[config.mk]
export PLATFORM = sky130hd
export DESIGN_NAME = z80_ctl_sequencer
export DESIGN_NICKNAME = d
export VERILOG_FILES = /design/src/rtl/z80_ctl_sequencer.sv
export SDC_FILE = /design/constraint.sdc
export NUM_CORES = 1
export LEC_CHECK = 0
export CAP_MARGIN = 20
export CORE_MARGIN = 8
export CORE_UTILIZATION = 48
export DETAILED_ROUTE_END_ITERATION = 10
export PLACE_DENSITY = 0.81
export SLEW_MARGIN = 20
export SYNTH_ARGS = -nofsm -noshare
export SYNTH_HDL_FRONTEND = slang
export SYNTH_SLANG_ARGS = --single-unit
[constraint.sdc]
create_clock -name clk -period 1.53 [get_ports clk]
set_input_delay 0.306 -clock clk [delete_from_list [all_inputs] [get_ports clk]]
set_output_delay 0.306 -clock clk [all_outputs]
set_load 0.02 [all_outputs]
[src/rtl/z80_ctl_sequencer.sv]
// -----------------------------------------------------------------------------
// z80_ctl_sequencer
//
// Drives the Z80 control inputs (nRESET, nWAIT, nINT, nNMI, nBUSRQ) for one
// CPU. It releases reset after a programmable number of clocks. It injects
// wait states into memory and I/O cycles. It raises a level interrupt that
// the CPU clears with an INTA cycle, produces a timed NMI pulse and runs the
// bus-request handshake. Every output is a flop, so each output changes one
// clock after the input that causes it.
//
// Optional feature macro: Z80_CTL_WAIT_EN
//   defined   - the wait-state FSM and its counter are built.
//   undefined - no wait logic is built. nWAIT is tied to 1, and MEM_WAIT and
//               IO_WAIT have no effect.
//
// Parameters
//   RESET_CYCLES  clocks nRESET stays low after reset falls (1..255)
//   MEM_WAIT      wait states per memory read/write cycle (0..15)
//   IO_WAIT       wait states per I/O cycle, INTA excluded (0..15)
//   NMI_PULSE     nNMI low width in clocks (1..15)
//
// Ports
//   clk          in   CPU clock. All logic uses the rising edge.
//   reset        in   synchronous, active-high reset
//   nM1, nMREQ, nIORQ, nRD, nWR, nBUSACK
//                in   CPU status pins, active-low
//   int_req      in   one-clock pulse that requests a maskable interrupt
//   nmi_req      in   one-clock pulse that requests an NMI
//   busrq_req    in   level input; the bus is requested while it is high
//   nRESET, nWAIT, nINT, nNMI, nBUSRQ
//                out  CPU control pins, active-low, registered
//   int_pending  out  interrupt is asserted and not yet acknowledged
//   bus_granted  out  busrq_req is high and nBUSACK was sampled low
//   cpu_running  out  the reset sequence is complete
// -----------------------------------------------------------------------------
module z80_ctl_sequencer #(
    parameter int unsigned RESET_CYCLES = 3,
    parameter int unsigned MEM_WAIT     = 0,
    parameter int unsigned IO_WAIT      = 0,
    parameter int unsigned NMI_PULSE    = 4
) (
    input  logic clk,
    input  logic reset,
    input  logic nM1,
    input  logic nMREQ,
    input  logic nIORQ,
    input  logic nRD,
    input  logic nWR,
    input  logic nBUSACK,
    input  logic int_req,
    input  logic nmi_req,
    input  logic busrq_req,
    output logic nRESET,
    output logic nWAIT,
    output logic nINT,
    output logic nNMI,
    output logic nBUSRQ,
    output logic int_pending,
    output logic bus_granted,
    output logic cpu_running
);

    localparam logic [7:0] RESET_LAST = 8'(RESET_CYCLES);
    localparam logic [3:0] NMI_LOAD   = 4'(NMI_PULSE);

    typedef enum logic [0:0] {
        RST_HOLD = 1'b0,
        RST_RUN  = 1'b1
    } rst_state_t;

    rst_state_t  rst_state_r;
    logic [7:0]  rst_cnt_r;
    logic        nreset_r;
    logic        running_r;

    logic        pend_r;
    logic        nint_r;

    logic [3:0]  nmi_cnt_r;
    logic        nnmi_r;

    logic        nbusrq_r;
    logic        granted_r;

    // Every function other than the reset sequencer is held idle until the
    // CPU is running. The same condition also covers an external reset.
    logic        hold_s;
    // INTA is M1 together with IORQ. It acknowledges the interrupt and never
    // counts as an I/O cycle.
    logic        inta_s;

    assign hold_s = reset | ~running_r;
    assign inta_s = ~nM1 & ~nIORQ;

    // Reset sequencer: counts clocks after reset falls, then releases the CPU.
    // The release happens on edge RESET_CYCLES+1 after reset falls.
    always_ff @(posedge clk) begin
        if (reset) begin
            rst_state_r <= RST_HOLD;
            rst_cnt_r   <= 8'd0;
            nreset_r    <= 1'b0;
            running_r   <= 1'b0;
        end else begin
            case (rst_state_r)
                RST_HOLD: begin
                    if (rst_cnt_r == RESET_LAST) begin
                        rst_state_r <= RST_RUN;
                        nreset_r    <= 1'b1;
                        running_r   <= 1'b1;
                    end else begin
                        rst_cnt_r   <= rst_cnt_r + 8'd1;
                    end
                end
                RST_RUN: begin
                    nreset_r  <= 1'b1;
                    running_r <= 1'b1;
                end
                default: begin
                    rst_state_r <= RST_HOLD;
                    rst_cnt_r   <= 8'd0;
                    nreset_r    <= 1'b0;
                    running_r   <= 1'b0;
                end
            endcase
        end
    end

    // Interrupt latch. If a new request and INTA arrive on the same edge,
    // the new request wins and the interrupt stays pending.
    always_ff @(posedge clk) begin
        if (hold_s) begin
            pend_r <= 1'b0;
            nint_r <= 1'b1;
        end else if (int_req) begin
            pend_r <= 1'b1;
            nint_r <= 1'b0;
        end else if (inta_s) begin
            pend_r <= 1'b0;
            nint_r <= 1'b1;
        end else begin
            pend_r <= pend_r;
            nint_r <= nint_r;
        end
    end

    // NMI pulse timer. A request is accepted only when the timer is idle.
    // A request during a pulse is ignored and does not lengthen the pulse.
    always_ff @(posedge clk) begin
        if (hold_s) begin
            nmi_cnt_r <= 4'd0;
            nnmi_r    <= 1'b1;
        end else if (nmi_cnt_r != 4'd0) begin
            nmi_cnt_r <= nmi_cnt_r - 4'd1;
            nnmi_r    <= (nmi_cnt_r == 4'd1);
        end else if (nmi_req) begin
            nmi_cnt_r <= NMI_LOAD;
            nnmi_r    <= 1'b0;
        end else begin
            nmi_cnt_r <= 4'd0;
            nnmi_r    <= 1'b1;
        end
    end

    // Bus request handshake. The grant follows the request level directly,
    // so dropping busrq_req clears the grant whatever nBUSACK is doing.
    always_ff @(posedge clk) begin
        if (hold_s) begin
            nbusrq_r  <= 1'b1;
            granted_r <= 1'b0;
        end else begin
            nbusrq_r  <= ~busrq_req;
            granted_r <= busrq_req & ~nBUSACK;
        end
    end

`ifdef Z80_CTL_WAIT_EN
    localparam logic [3:0] MEM_LOAD = 4'(MEM_WAIT);
    localparam logic [3:0] IO_LOAD  = 4'(IO_WAIT);

    typedef enum logic [1:0] {
        W_IDLE  = 2'd0,
        W_STALL = 2'd1,
        W_DONE  = 2'd2
    } wait_state_t;

    wait_state_t wait_state_r;
    logic [3:0]  wait_cnt_r;
    logic        nwait_r;

    logic        mem_start_s;
    logic        io_start_s;
    logic        strobes_idle_s;
    logic [3:0]  wait_load_s;

    assign mem_start_s    = ~nMREQ & (~nRD | ~nWR);
    assign io_start_s     = ~nIORQ & nM1;
    assign strobes_idle_s = nMREQ & nIORQ & nRD & nWR;

    // Selects the wait count for the cycle type being started.
    always_comb begin
        wait_load_s = 4'd0;
        if (mem_start_s) begin
            wait_load_s = MEM_LOAD;
        end else if (io_start_s) begin
            wait_load_s = IO_LOAD;
        end else begin
            wait_load_s = 4'd0;
        end
    end

    // Wait-state FSM. The counter is loaded with N-1 so that nWAIT is low
    // for exactly N clocks. DONE blocks a restart until every strobe is high
    // again, so each bus cycle is counted once.
    always_ff @(posedge clk) begin
        if (hold_s) begin
            wait_state_r <= W_IDLE;
            wait_cnt_r   <= 4'd0;
            nwait_r      <= 1'b1;
        end else begin
            case (wait_state_r)
                W_IDLE: begin
                    if (mem_start_s | io_start_s) begin
                        if (wait_load_s == 4'd0) begin
                            wait_state_r <= W_DONE;
                        end else begin
                            wait_state_r <= W_STALL;
                            wait_cnt_r   <= wait_load_s - 4'd1;
                            nwait_r      <= 1'b0;
                        end
                    end
                end
                W_STALL: begin
                    if (wait_cnt_r == 4'd0) begin
                        wait_state_r <= W_DONE;
                        nwait_r      <= 1'b1;
                    end else begin
                        wait_cnt_r   <= wait_cnt_r - 4'd1;
                    end
                end
                W_DONE: begin
                    nwait_r <= 1'b1;
                    if (strobes_idle_s) begin
                        wait_state_r <= W_IDLE;
                    end
                end
                default: begin
                    wait_state_r <= W_IDLE;
                    wait_cnt_r   <= 4'd0;
                    nwait_r      <= 1'b1;
                end
            endcase
        end
    end

    assign nWAIT = nwait_r;
`else
    // These strobes and wait parameters are only needed by the wait FSM.
    logic unused_s;
    assign unused_s = &{1'b0, nMREQ, nRD, nWR, 4'(MEM_WAIT), 4'(IO_WAIT)};
    assign nWAIT    = 1'b1;
`endif

    assign nRESET      = nreset_r;
    assign cpu_running = running_r;
    assign nINT        = nint_r;
    assign int_pending = pend_r;
    assign nNMI        = nnmi_r;
    assign nBUSRQ      = nbusrq_r;
    assign bus_granted = granted_r;

endmodule
==> results_tabular.tex, run 1 <==
\begin{tabular}{lr}
\hline
Metric & Value \\
\hline
\multicolumn{2}{l}{\textbf{Run status}} \\
\quad Status & completed \\
\multicolumn{2}{l}{\textbf{Synth}} \\
\quad Netlist area before placement & 866 µm² \\
\quad Share of flip-flops with an asynchronous set or reset & 0\% \\
\quad Sequential fraction of the synthesis area & 43.9\% \\
\quad Synthesized area divided by synthesized cell count & 9.51 µm² \\
\quad Number of distinct library cells after synthesis & 27 \\
\quad Fraction of synthesized cell area taken by the top area cell type & 43.9\% \\
\quad Flip-flop and latch count after synthesis & 19 \\
\quad Top post-synthesis cells by area & dfxtp\_1, ha\_1, nor2\_1 \\
\quad Number of enable-type register cells in the synthesized netlist & 0 \\
\quad Top\_reg\_cell synth & dfxtp\_1 \\
\quad Net count after synthesis & 107 \\
\quad Post-synthesis cell type with the largest combined area & dfxtp\_1 \\
\quad Synth warn & 0 \\
\quad Synthesized instance count & 91 \\
\multicolumn{2}{l}{\textbf{Critical path}} \\
\quad Critical Path End Type & flip-flop \\
\quad Startpoint Class & flip-flop \\
\quad Worst Setup Path Type & reg2reg \\
\quad Worst endpoint data arrival time & between 1.5 and 2 ns \\
\quad Worst endpoint required time & 1.77 ns \\
\quad Top fanout value on the critical path & 5 \\
\multicolumn{2}{l}{\textbf{Die}} \\
\quad Floorplan row count & 15 \\
\quad Starting density of the core & 50.7\% \\
\quad Core footprint & 1710 µm² \\
\quad Horiz. Die Dim & 58.5 µm \\
\quad Ports & 19 \\
\quad Area of the die & 3420 µm² \\
\quad Die boundary height & 58.5 µm \\
\multicolumn{2}{l}{\textbf{Power}} \\
\quad Worst IR Drop VDD & 0.740 mV \\
\quad Static power due to leakage & 0.000416 µW \\
\quad Power density relative to cell area & 1060 nW/µm² \\
\multicolumn{2}{l}{\textbf{Clocking}} \\
\quad Maximum level of the CTS H-tree & 1 \\
\quad CTS clk-pin slew, worst paths & approximately 0.10 ns \\
\quad Insertion delay to the later sink of the worst-skew pair & 0.30 ns \\
\quad Buffers inserted during post-CTS setup optimization & 0 \\
\quad Sink count of the clock tree & 19 \\
\quad CTS tree & yes \\
\quad Maximum clock path buffer count & 2 \\
\quad Clk root buf & clkbuf\_4 \\
\quad CTS Buf Count & 3 \\
\multicolumn{2}{l}{\textbf{Final layout}} \\
\quad Number of nets in the final layout & 126 \\
\quad Count of inserted antenna diode cells & 0 \\
\quad Syn-to-layout area delta & 22.1\% \\
\quad Final std cells w/o fill & about 130 \\
\quad Most common cell after layout, fill and taps aside & dfxtp\_1 \\
\quad Layout cell share with drive strength beyond 1 & 12.8\% \\
\quad Most frequent cells in the layout & dfxtp\_1, nor2\_1, clkdlybuf4s50\_1, dlygate4sd2\_1, nor2b\_1 \\
\multicolumn{2}{l}{\textbf{STA}} \\
\quad Total negative setup slack & 0 ns \\
\quad Final Setup Violations & 0 \\
\quad Fin. max-slew vios & 0 \\
\quad Fin. Hold Viols & 0 \\
\quad RSZ-0062 raised after global routing & false \\
\quad Clock Skew & about 0.0065 ns \\
\quad Fmax & 0.721 GHz \\
\quad Fin crit period & 1.39 ns \\
\quad Crit share post-route & 90.6\% \\
\quad Worst slack on hold paths & just under 0.5 ns \\
\multicolumn{2}{l}{\textbf{Global route}} \\
\quad Pin count of the biggest net entering global routing & 11 \\
\quad Overall fraction of global-route tracks in use & 10.7\% \\
\quad Number of global-route vias before repair & 675 \\
\quad Initial antenna violation count & 0 \\
\quad Total gr overflow & 0 \\
\quad Global-route wire length before repair & 2800 µm \\
\multicolumn{2}{l}{\textbf{Route}} \\
\quad Total via count in the routed design & about 700 \\
\quad Aggregate routed wire length & 1570 µm \\
\quad Routed Antenna Nets & 0 \\
\quad Count of unresolved DRC violations after routing & 0 \\
\quad Pre-Repair DR Iteration Count & 4 \\
\quad Average wire per standard cell & 11.7 µm \\
\quad Iteration-0 DRC Markers & 7 \\
\quad Vias per inst & 5.12 \\
\multicolumn{2}{l}{\textbf{Place}} \\
\quad Cells after DPL & 130 \\
\quad Post-detailed-placement half-perimeter wirelength & 1260 µm \\
\quad Global placer's final weighted congestion & $\sim$0.7 \\
\quad Number of input and output port buffers inserted & 14 \\
\multicolumn{2}{l}{\textbf{Flow run}} \\
\quad Max Cap Viol & 0 \\
\multicolumn{2}{l}{\textbf{Worst hold path}} \\
\quad Class of the tightest hold or removal check & reg2reg \\
\hline
\end{tabular}
cells by family after synthesis:
group	share of synthesized area, %
compound gates	12.7
simple gates	24.0
buf+inv	4.48
flops	43.9
other cells	0.433
fa+ha+maj	7.23
xor+xnor	1.01
mux	6.21
power by group:
part / switching, µW / internal (µW)
clock: 145 / 102
combinational: 129 / 134
sequential: 56.3 / 550
total: 330 / 785
metrics by stage:
| stage | cell area [µm²] | utilization [%] | worst slack, ns | power, µW |
|---|---|---|---|---|
| 2_1_floorplan | 866 | - | 0.191 | 790 |
| 3_3_place_gp | 1040 | 60.9 | 0.0521 | 896 |
| 3_5_place_dp | 1040 | 60.9 | 0.0169 | 905 |
| 4_1_cts | 1060 | 61.9 | 0.136 | 1130 |
| 5_1_grt | 1060 | 61.9 | 0.0128 | 1190 |
| 6_report | 1060 | 61.9 | 0.144 | 1120 |
cells in the mapped netlist (2+ instances only):
master,count
a211oi_1,4
a21oi_1,4
buf_4,2
dfxtp_1,19
ha_1,5
inv_1,5
mux2_2,3
mux2i_1,2
nand2_1,3
nand2b_1,4
nand3_1,2
nor2_1,11
nor2b_1,6
nor3_1,2
nor4b_2,2
o21ai_0,5
or3_1,2
repair_timing:
action / CTS / global route
hold buffers: 0 / 0
gates resized for setup: 7 / 0
endpoints found under the setup margin: 7 / 0
routing by layer:
| layer | vias up | track usage (%) | wire, µm |
|---|---|---|---|
| met5 | - | 0 | 0 |
| met4 | 0 | 9.44 | 58 |
| met3 | 5 | 2.39 | 49 |
| met2 | 12 | 17.6 | 721 |
| met1 | 323 | 11.3 | 736 |
| li1 | 346 | - | - |
layout make-up:
type                            instances  area (µm²)
Sequential cell                        19         380
Clock buffer                            4        26.3
Fill cell                             147         651
Multi-Input combinational cell         64         447
Timing Repair Buffer                   17         154
Tap cell                               25        31.3
Inverter                                5        18.8
state kept, by name, summed over array words and instances (netlist names):
register     flops
rst_cnt_r        8
bus_granted      1
nBUSRQ           1
int_pending      1
nmi_cnt_r        4
cpu_running      1
rst_state_r      1
nNMI             1
nINT             1
worst max-delay path, stage by stage, from the launching register on:
cell and delay, ns:
dfxtp_1 0.36, ha_1 0.22, nor4b_2 0.17, a2111oi_0 0.39, o21ba_2 0.20
worst paths after layout:
| check | start | end | slack, ns | cells after the start |
|---|---|---|---|---|
| max | rst_cnt_r[0] | rst_cnt_r[2] | 0.14 | 4 |
| max reg2reg | rst_cnt_r[0] | rst_cnt_r[2] | 0.14 | 4 |
| min | int_pending | int_pending | 0.48 | 2 |
| min reg2reg | int_pending | int_pending | 0.48 | 2 |
No activity file was read; power rests on OpenSTA's default activity.
==> inputs of run 2 (changes only) <==
CTS_CLUSTER_SIZE = 20   (was not set)
==> results of run 2 <==
Same layout as run 1: the final DEF is identical, and so are final timing and power.
